[src/rtl/instruction_fetch_unit.sv]
// Instruction fetch unit: owns the PC, requests words from instruction memory and holds them in IF/ID.
// Optional macro FETCH_PERF_CNT_EN adds saturating fetch_count / stall_count outputs.
module instruction_fetch_unit #(
  parameter int unsigned         PC_WIDTH    = 32,
  parameter int unsigned         INSTR_WIDTH = 32,
  parameter logic [PC_WIDTH-1:0] RESET_PC    = {PC_WIDTH{1'b0}}
) (
  input  logic                   clk,
  input  logic                   rst,
  input  logic                   freeze,
  input  logic                   branch_taken,
  input  logic [PC_WIDTH-1:0]    branch_addr,
  output logic                   imem_req,
  output logic [PC_WIDTH-1:0]    imem_addr,
  input  logic [INSTR_WIDTH-1:0] imem_instr,
  input  logic                   imem_ready,
  output logic [PC_WIDTH-1:0]    if_pc,
  output logic [INSTR_WIDTH-1:0] if_instr,
  output logic                   if_valid
`ifdef FETCH_PERF_CNT_EN
  ,
  output logic [31:0]            fetch_count,
  output logic [31:0]            stall_count
`endif
);

  typedef enum logic [0:0] {
    IDLE  = 1'b0,
    FETCH = 1'b1
  } state_t;

  localparam logic [PC_WIDTH-1:0] PC_STEP    = PC_WIDTH'(3'd4);
  localparam logic [PC_WIDTH-1:0] ALIGN_MASK = ~PC_WIDTH'(2'd3);

  state_t                 state_r;
  state_t                 state_s;
  logic [PC_WIDTH-1:0]    pc_r;
  logic [PC_WIDTH-1:0]    pc_s;
  logic [PC_WIDTH-1:0]    pc_inc_s;
  logic [PC_WIDTH-1:0]    target_s;
  logic [PC_WIDTH-1:0]    if_pc_r;
  logic [PC_WIDTH-1:0]    if_pc_s;
  logic [INSTR_WIDTH-1:0] if_instr_r;
  logic [INSTR_WIDTH-1:0] if_instr_s;
  logic                   if_valid_r;
  logic                   if_valid_s;
  logic                   req_r;

  // Redirect targets are forced word aligned; increment wraps modulo 2^PC_WIDTH.
  assign target_s = branch_addr & ALIGN_MASK;
  assign pc_inc_s = pc_r + PC_STEP;

  // Next-state, next-PC and IF/ID load selection.
  always_comb begin
    state_s    = state_r;
    pc_s       = pc_r;
    if_pc_s    = if_pc_r;
    if_instr_s = if_instr_r;
    if_valid_s = if_valid_r;
    case (state_r)
      IDLE: begin
        state_s = FETCH;
        if (branch_taken) begin
          pc_s = target_s;
        end else begin
          pc_s = pc_r;
        end
        if (freeze) begin
          if_pc_s    = if_pc_r;
          if_instr_s = if_instr_r;
          if_valid_s = if_valid_r;
        end else begin
          if_pc_s    = {PC_WIDTH{1'b0}};
          if_instr_s = {INSTR_WIDTH{1'b0}};
          if_valid_s = 1'b0;
        end
      end
      FETCH: begin
        if (branch_taken) begin
          // Redirect beats freeze and drops any response arriving this cycle.
          state_s    = IDLE;
          pc_s       = target_s;
          if_pc_s    = {PC_WIDTH{1'b0}};
          if_instr_s = {INSTR_WIDTH{1'b0}};
          if_valid_s = 1'b0;
        end else if (freeze) begin
          state_s    = FETCH;
          pc_s       = pc_r;
          if_pc_s    = if_pc_r;
          if_instr_s = if_instr_r;
          if_valid_s = if_valid_r;
        end else if (imem_ready) begin
          state_s    = FETCH;
          pc_s       = pc_inc_s;
          if_pc_s    = pc_inc_s;
          if_instr_s = imem_instr;
          if_valid_s = 1'b1;
        end else begin
          // Wait state: bubble so decode never sees the same word twice.
          state_s    = FETCH;
          pc_s       = pc_r;
          if_pc_s    = {PC_WIDTH{1'b0}};
          if_instr_s = {INSTR_WIDTH{1'b0}};
          if_valid_s = 1'b0;
        end
      end
      default: begin
        state_s    = IDLE;
        pc_s       = pc_r;
        if_pc_s    = {PC_WIDTH{1'b0}};
        if_instr_s = {INSTR_WIDTH{1'b0}};
        if_valid_s = 1'b0;
      end
    endcase
  end

  // State, PC, request flag and IF/ID registers.
  always_ff @(posedge clk) begin
    if (rst) begin
      state_r    <= IDLE;
      pc_r       <= RESET_PC;
      if_pc_r    <= {PC_WIDTH{1'b0}};
      if_instr_r <= {INSTR_WIDTH{1'b0}};
      if_valid_r <= 1'b0;
      req_r      <= 1'b0;
    end else begin
      state_r    <= state_s;
      pc_r       <= pc_s;
      if_pc_r    <= if_pc_s;
      if_instr_r <= if_instr_s;
      if_valid_r <= if_valid_s;
      req_r      <= (state_s == FETCH);
    end
  end

  assign imem_req  = req_r;
  assign imem_addr = pc_r;
  assign if_pc     = if_pc_r;
  assign if_instr  = if_instr_r;
  assign if_valid  = if_valid_r;

`ifdef FETCH_PERF_CNT_EN
  logic        accept_s;
  logic        stall_s;
  logic [31:0] fetch_count_r;
  logic [31:0] stall_count_r;

  function automatic logic [31:0] sat_inc(input logic [31:0] value);
    if (value == 32'hFFFF_FFFF) begin
      sat_inc = value;
    end else begin
      sat_inc = value + 32'd1;
    end
  endfunction

  // Classify each FETCH cycle as an accepted word or a stall.
  always_comb begin
    accept_s = 1'b0;
    stall_s  = 1'b0;
    if ((state_r == FETCH) && !branch_taken) begin
      accept_s = !freeze && imem_ready;
      stall_s  = freeze || !imem_ready;
    end else begin
      accept_s = 1'b0;
      stall_s  = 1'b0;
    end
  end

  // Saturating performance counters.
  always_ff @(posedge clk) begin
    if (rst) begin
      fetch_count_r <= 32'd0;
      stall_count_r <= 32'd0;
    end else begin
      if (accept_s) begin
        fetch_count_r <= sat_inc(fetch_count_r);
      end
      if (stall_s) begin
        stall_count_r <= sat_inc(stall_count_r);
      end
    end
  end

  assign fetch_count = fetch_count_r;
  assign stall_count = stall_count_r;
`endif

endmodule

[config.mk]
export PLATFORM = sky130hd
export DESIGN_NAME = instruction_fetch_unit
export DESIGN_NICKNAME = d
export VERILOG_FILES = /design/src/rtl/instruction_fetch_unit.sv
export SDC_FILE = /design/constraint.sdc
export NUM_CORES = 1
export LEC_CHECK = 0
export ABC_AREA = 1
export BUFFER_PORTS_ARGS = -buffer_cell sky130_fd_sc_hd__buf_2
export CORE_UTILIZATION = 53
export DETAILED_ROUTE_END_ITERATION = 8
export PLACE_DENSITY_LB_ADDON = 0.2
export RECOVER_POWER = 100
export SETUP_SLACK_MARGIN = 0.15
export SYNTH_ARGS = -nofsm -noshare
export SYNTH_HDL_FRONTEND = slang
export SYNTH_SLANG_ARGS = --single-unit
export TNS_END_PERCENT = 10
[constraint.sdc]
create_clock -name clk -period 2.1 [get_ports clk]
set_input_delay 0.21 -clock clk [delete_from_list [all_inputs] [get_ports clk]]
set_output_delay 0.21 -clock clk [all_outputs]
set_load 0.05 [all_outputs]
After elaboration in Yosys (flattened, before gate mapping) --
Cells that the tools add are included.
Word-level totals: bits in registers 98, bits in latches 0, bits in writable memories 0, memory bits (read-only) 0, input port bits 69, output and inout bits 98, word-level logic and storage cells 34, memories kept 0
Operators by class: $add $sub $neg 1, $mul 0, div/mod/pow operators 0, magnitude comparators 0, equal/unequal tests 4, shift-type cells 0, multiplexer cells 21, bitwise gates (word level) 1, reduce and logical (&&, ||, !) cells 2
Operators with widths (number):
- 32-bit two-way mux | 11
- 32-bit case mux with 2 select lines | 3
- 32-bit by 3-bit adder with 32-bit output (second input constant) | 1
- 3-bit != test (second input constant) | 2
- 1-bit two-way mux | 5
- 2-bit != test (second input constant) | 2
- 1-bit case mux with 2 select lines | 2
- 3-bit AND reduction | 1
- 2-bit AND reduction | 1
- 1-bit inverter | 1

Longest topological paths before layout --
depth in word-level cells 5, mapped depth 10, depth with buffers taken out 10

Worst setup path before layout --
Ideal clock, no wire load.
path type register to register, start register pc_r[3], in the netlist imem_addr[3], end register pc_r[24], in the netlist imem_addr[24], setup time 0.118 ns, arrival time 1.753 ns, required time 1.982 ns, setup slack 0.229 ns, stages on the path, launching flop included 9, path buffers 0, period minus slack after synthesis 1.871 ns, cells stage by stage dfxtp_1 ha_1 nand3_2 nor2_2 nand3_1 o21ai_0 nand2_1 a21oi_1 nor2_1
On the way: longest elaborated chain between the ends 5
Ends and longest elaborated chain:
- from (decl) | RTL line 37 | logic [PC_WIDTH-1:0] pc_r;
- from (signal assigned) | RTL line 128 | pc_r <= pc_s;
- 32-bit by 3-bit adder with 32-bit output | RTL line 51 | assign pc_inc_s = pc_r + PC_STEP;
- 32-bit two-way mux | RTL line 92 | end else if (imem_ready) begin
- 32-bit two-way mux | RTL line 86 | end else if (freeze) begin
- 32-bit two-way mux | RTL line 79 | if (branch_taken) begin
- 32-bit case mux with 2 select lines | RTL line 60 | case (state_r)
Every way passes these cells. The select of a mux whose other input is x is not followed. A chain may end at the register's enable or synchronous reset.

Final worst setup path --
start register pc_r[2], in the netlist imem_addr[2], end register pc_r[25], in the netlist imem_addr[25]
The elaborated chain is that of the path after synthesis.

==> out/qor.yml <==
global_routing:
  grt_usage: 0.2700
  grt_max_degree: 66
  grt_pass1_wl_um: 18620
  grt_overflow: 0
  grt_pass1_vias: 4115
  antenna_found_initial: 0
layout:
  fillCellCount: 799
  drive_above_1_share: 0.1259
  nets: 859
  multi_input_area_mm2: 0.002171
  register_area_mm2: 0.001902
  antennaDiodeCount: 0
  area_delta_synth_final_pct: 19.44
  post-route-util: 0.6677
logic_synthesis:
  synth_area_leaders: "dfxtp_1 (43%), nand2_1 (20%), a21oi_1 (9.4%), o21ai_0 (3.5%), nor2_1 (3.4%)"
  ys.flop_type: "dfxtp_1"
  synth_seq_cells: 95
  synth_area_mm2: 0.004409
  async_reset_ff_frac: 0
  postSynthCellCount: 644
  yosysWarnings: 0
  yosysSeqAreaShare: 0.4313
  synth_area_per_cell_um2: 6.847
  synth_top_area_cell: "dfxtp_1"
  synth_edf_count: 0
  synth_cell_type_count: 28
  synth_top_area_share: 0.4313
sta:
  layout_min_cycle_time_ns: 1.826
  fin_skew_ns: 0.009367
  setup_violations: 0
  tightest_slew_ns: 0.9326
  final.period_utilization: 0.8695
  hold_viol: 0
  rsz0062_at_grt: "false"
  finalSetupTns_ns: 0
  slew_headroom: 0.3776
  slew_violations: 0
  fmax_mhz: 547.6
setup_path:
  cp.arrival_ns: 2.09
  path_class: "flop to flop"
  cp-start-kind: "flop"
  crit_required_ns: 2.36
  cp-end-kind: "flop"
  cp_max_fo: 5
min_path:
  worstHoldPathType: "input port to flop"
flow_run:
  maxCapViolations: 0
power:
  ir_worst_vdd_v: 0.0004688
  combinationalPowerShare: 0.171
  p_sw_uw: 1250
  power.share.clock: 0.307
  p_per_area_mw_per_mm2: 707.6
  internal_power_uw: 2477
  sequentialPowerShare: 0.522
  swShare: 0.3353
  p_leak_uw: 0.002090
clock_network:
  clk_pin_slew_ns: 0.10
  cts_resized: 0
  clock_sinks: 95
  cts_buffers: 9
  cts-root-buf: "clkbuf_8"
  clock_latency_ns: 0.37
  post-cts-setup-buffer-count: 0
  cts_buffer_depth: 2
  htree_levels: 3
  ctsHoldBuffers: 0
  cts_tree: "built"
floorplanning:
  start_util: 0.5590
  coreArea_mm2: 0.007888
  pin_count: 167
  die_w_um: 93.21
  dieHeight_um: 93.21
  fp.dieArea_mm2: 0.008688
  core.rowCount: 32
drt:
  initialDrtViolationCount: 193
  num_vias: 4648
  routedWlPerCell_um: 13.33
  finalWirelength_um: 11940
  antenna_left: 0
  drcViolationCount: 0
  first_pass_iters: 5
  vias_per_cell: 5.188
place:
  place_hpwl_um: 8478
  port-buffer-count: 162
  place_congestion: 0.8722
status:
  status: "finished, final reports clean"
-- Yosys cell counts, types with 2 or more instances --
master    instances
buf_2            15
inv_1            34
nor2_2           10
nand3b_1          2
nor2_4            4
nand4_1           4
a21o_1            3
dfxtp_1          95
xnor2_1           6
xor2_1            8
o21ai_0          31
clkbuf_1         19
nand3_2           2
a31oi_1          10
nand3_1          29
nand2_1         234
a21oi_1          83
nor2_1           40
nand2_2           4
buf_4             3
-- routing by layer --
layer | vias up | GRT usage | wire length, µm
met5 | - | 0 | 0
met1 | 2119 | 0.3301 | 5171
met3 | 14 | 0.05935 | 801
met4 | 0 | 0.07692 | 140
li1 | 2352 | - | -
met2 | 163 | 0.4749 | 5827
-- worst max-delay path: stages, from the launching register on --
cell and delay [ns]:
dfxtp_1 0.43, inv_1 0.11, nor2_2 0.14, nand2_1 0.18, nor2_1 0.44, nand2_1 0.09, nand2_1 0.07, nand2_1 0.07
a21oi_1 0.14, nor2_1 0.05
-- registers in the layout (all words and copies together) (netlist names) --
signal	count
if_instr	32
if_pc	31
if_valid	1
imem_addr	30
imem_req	1
-- path summary, 6_finish.rpt --
check | start | endpoint | slack [ns] | cells past startpoint
min | imem_instr[3] | if_instr[3]$_SDFFE_PP0P_ | 0.07 | 3
max reg2reg | imem_addr[2]$_SDFFE_PP0P_ | imem_addr[25]$_SDFFE_PP0P_ | 0.27 | 9
max | imem_addr[2]$_SDFFE_PP0P_ | imem_addr[25]$_SDFFE_PP0P_ | 0.27 | 9
min reg2reg | if_pc[1]$_SDFFE_PP0P_ | if_pc[1]$_SDFFE_PP0P_ | 0.46 | 2
-- placed cells by master, fill, tap and decap left out, types with 4 or more instances in the layout --
master    count
nor2_2        6
clkbuf_8      9
a21oi_1      83
nor2_1       45
o21ai_0      31
inv_1        34
xnor2_1       6
clkbuf_1     99
nand2_1     237
nand4_1       4
buf_2        66
nand3_1      31
xor2_1        8
buf_4         4
dfxtp_1      95
a31oi_1      10
-- logic make-up (layout without fill, tap and decap cells) --
family,count (synthesis),in the layout,share of synthesized area
xor gates and xnor gates,15,15,0.03150
buffers and inverters,72,221,0.06810
and+or+nand+nor,332,332,0.3150
DFF,95,95,0.4313
other,1,2,0.0008505
AOI/OAI and AO/OA,128,128,0.1504
adders and majority gates,1,1,0.002837
-- power groups by stage --
stage,logic [µW],clock network (µW),registers [µW]
6_report,636,1140,1950
4_1_cts,659,1160,1940
3_5_place_dp,656,0,1980
2_1_floorplan,261,0,2180
5_1_grt,689,1220,1960
3_3_place_gp,647,0,1980
-- final cells by class --
type | count | area share
multi-input cells | 478 | 0.4122
flip-flops and latches | 95 | 0.3611
repair buffers | 171 | 0.1440
clock buffers | 10 | 0.02423
inverters | 34 | 0.02423
well taps | 102 | 0.02423
clock inverters | 6 | 0.009979
-- through the flow --
| stage | std cells | power [µW] | cell area, µm² | worst slack [ns] | hold WS (ns) |
|---|---|---|---|---|---|
| after global placement | 880 | 2628 | 5274 | 0.4643 | 0.4435 |
| final | 896 | 3727 | 5266 | 0.2740 | 0.07356 |
| after detailed placement | 880 | 2640 | 5274 | 0.4151 | 0.4473 |
| after CTS | 896 | 3757 | 5454 | 0.3951 | 0.07096 |
| after floorplan | 645 | 2441 | 4413 | 0.2293 | 0.3538 |
| after global routing | 896 | 3865 | 5266 | 0.1194 | 0.06477 |
(Power assumes the default switching activity.)
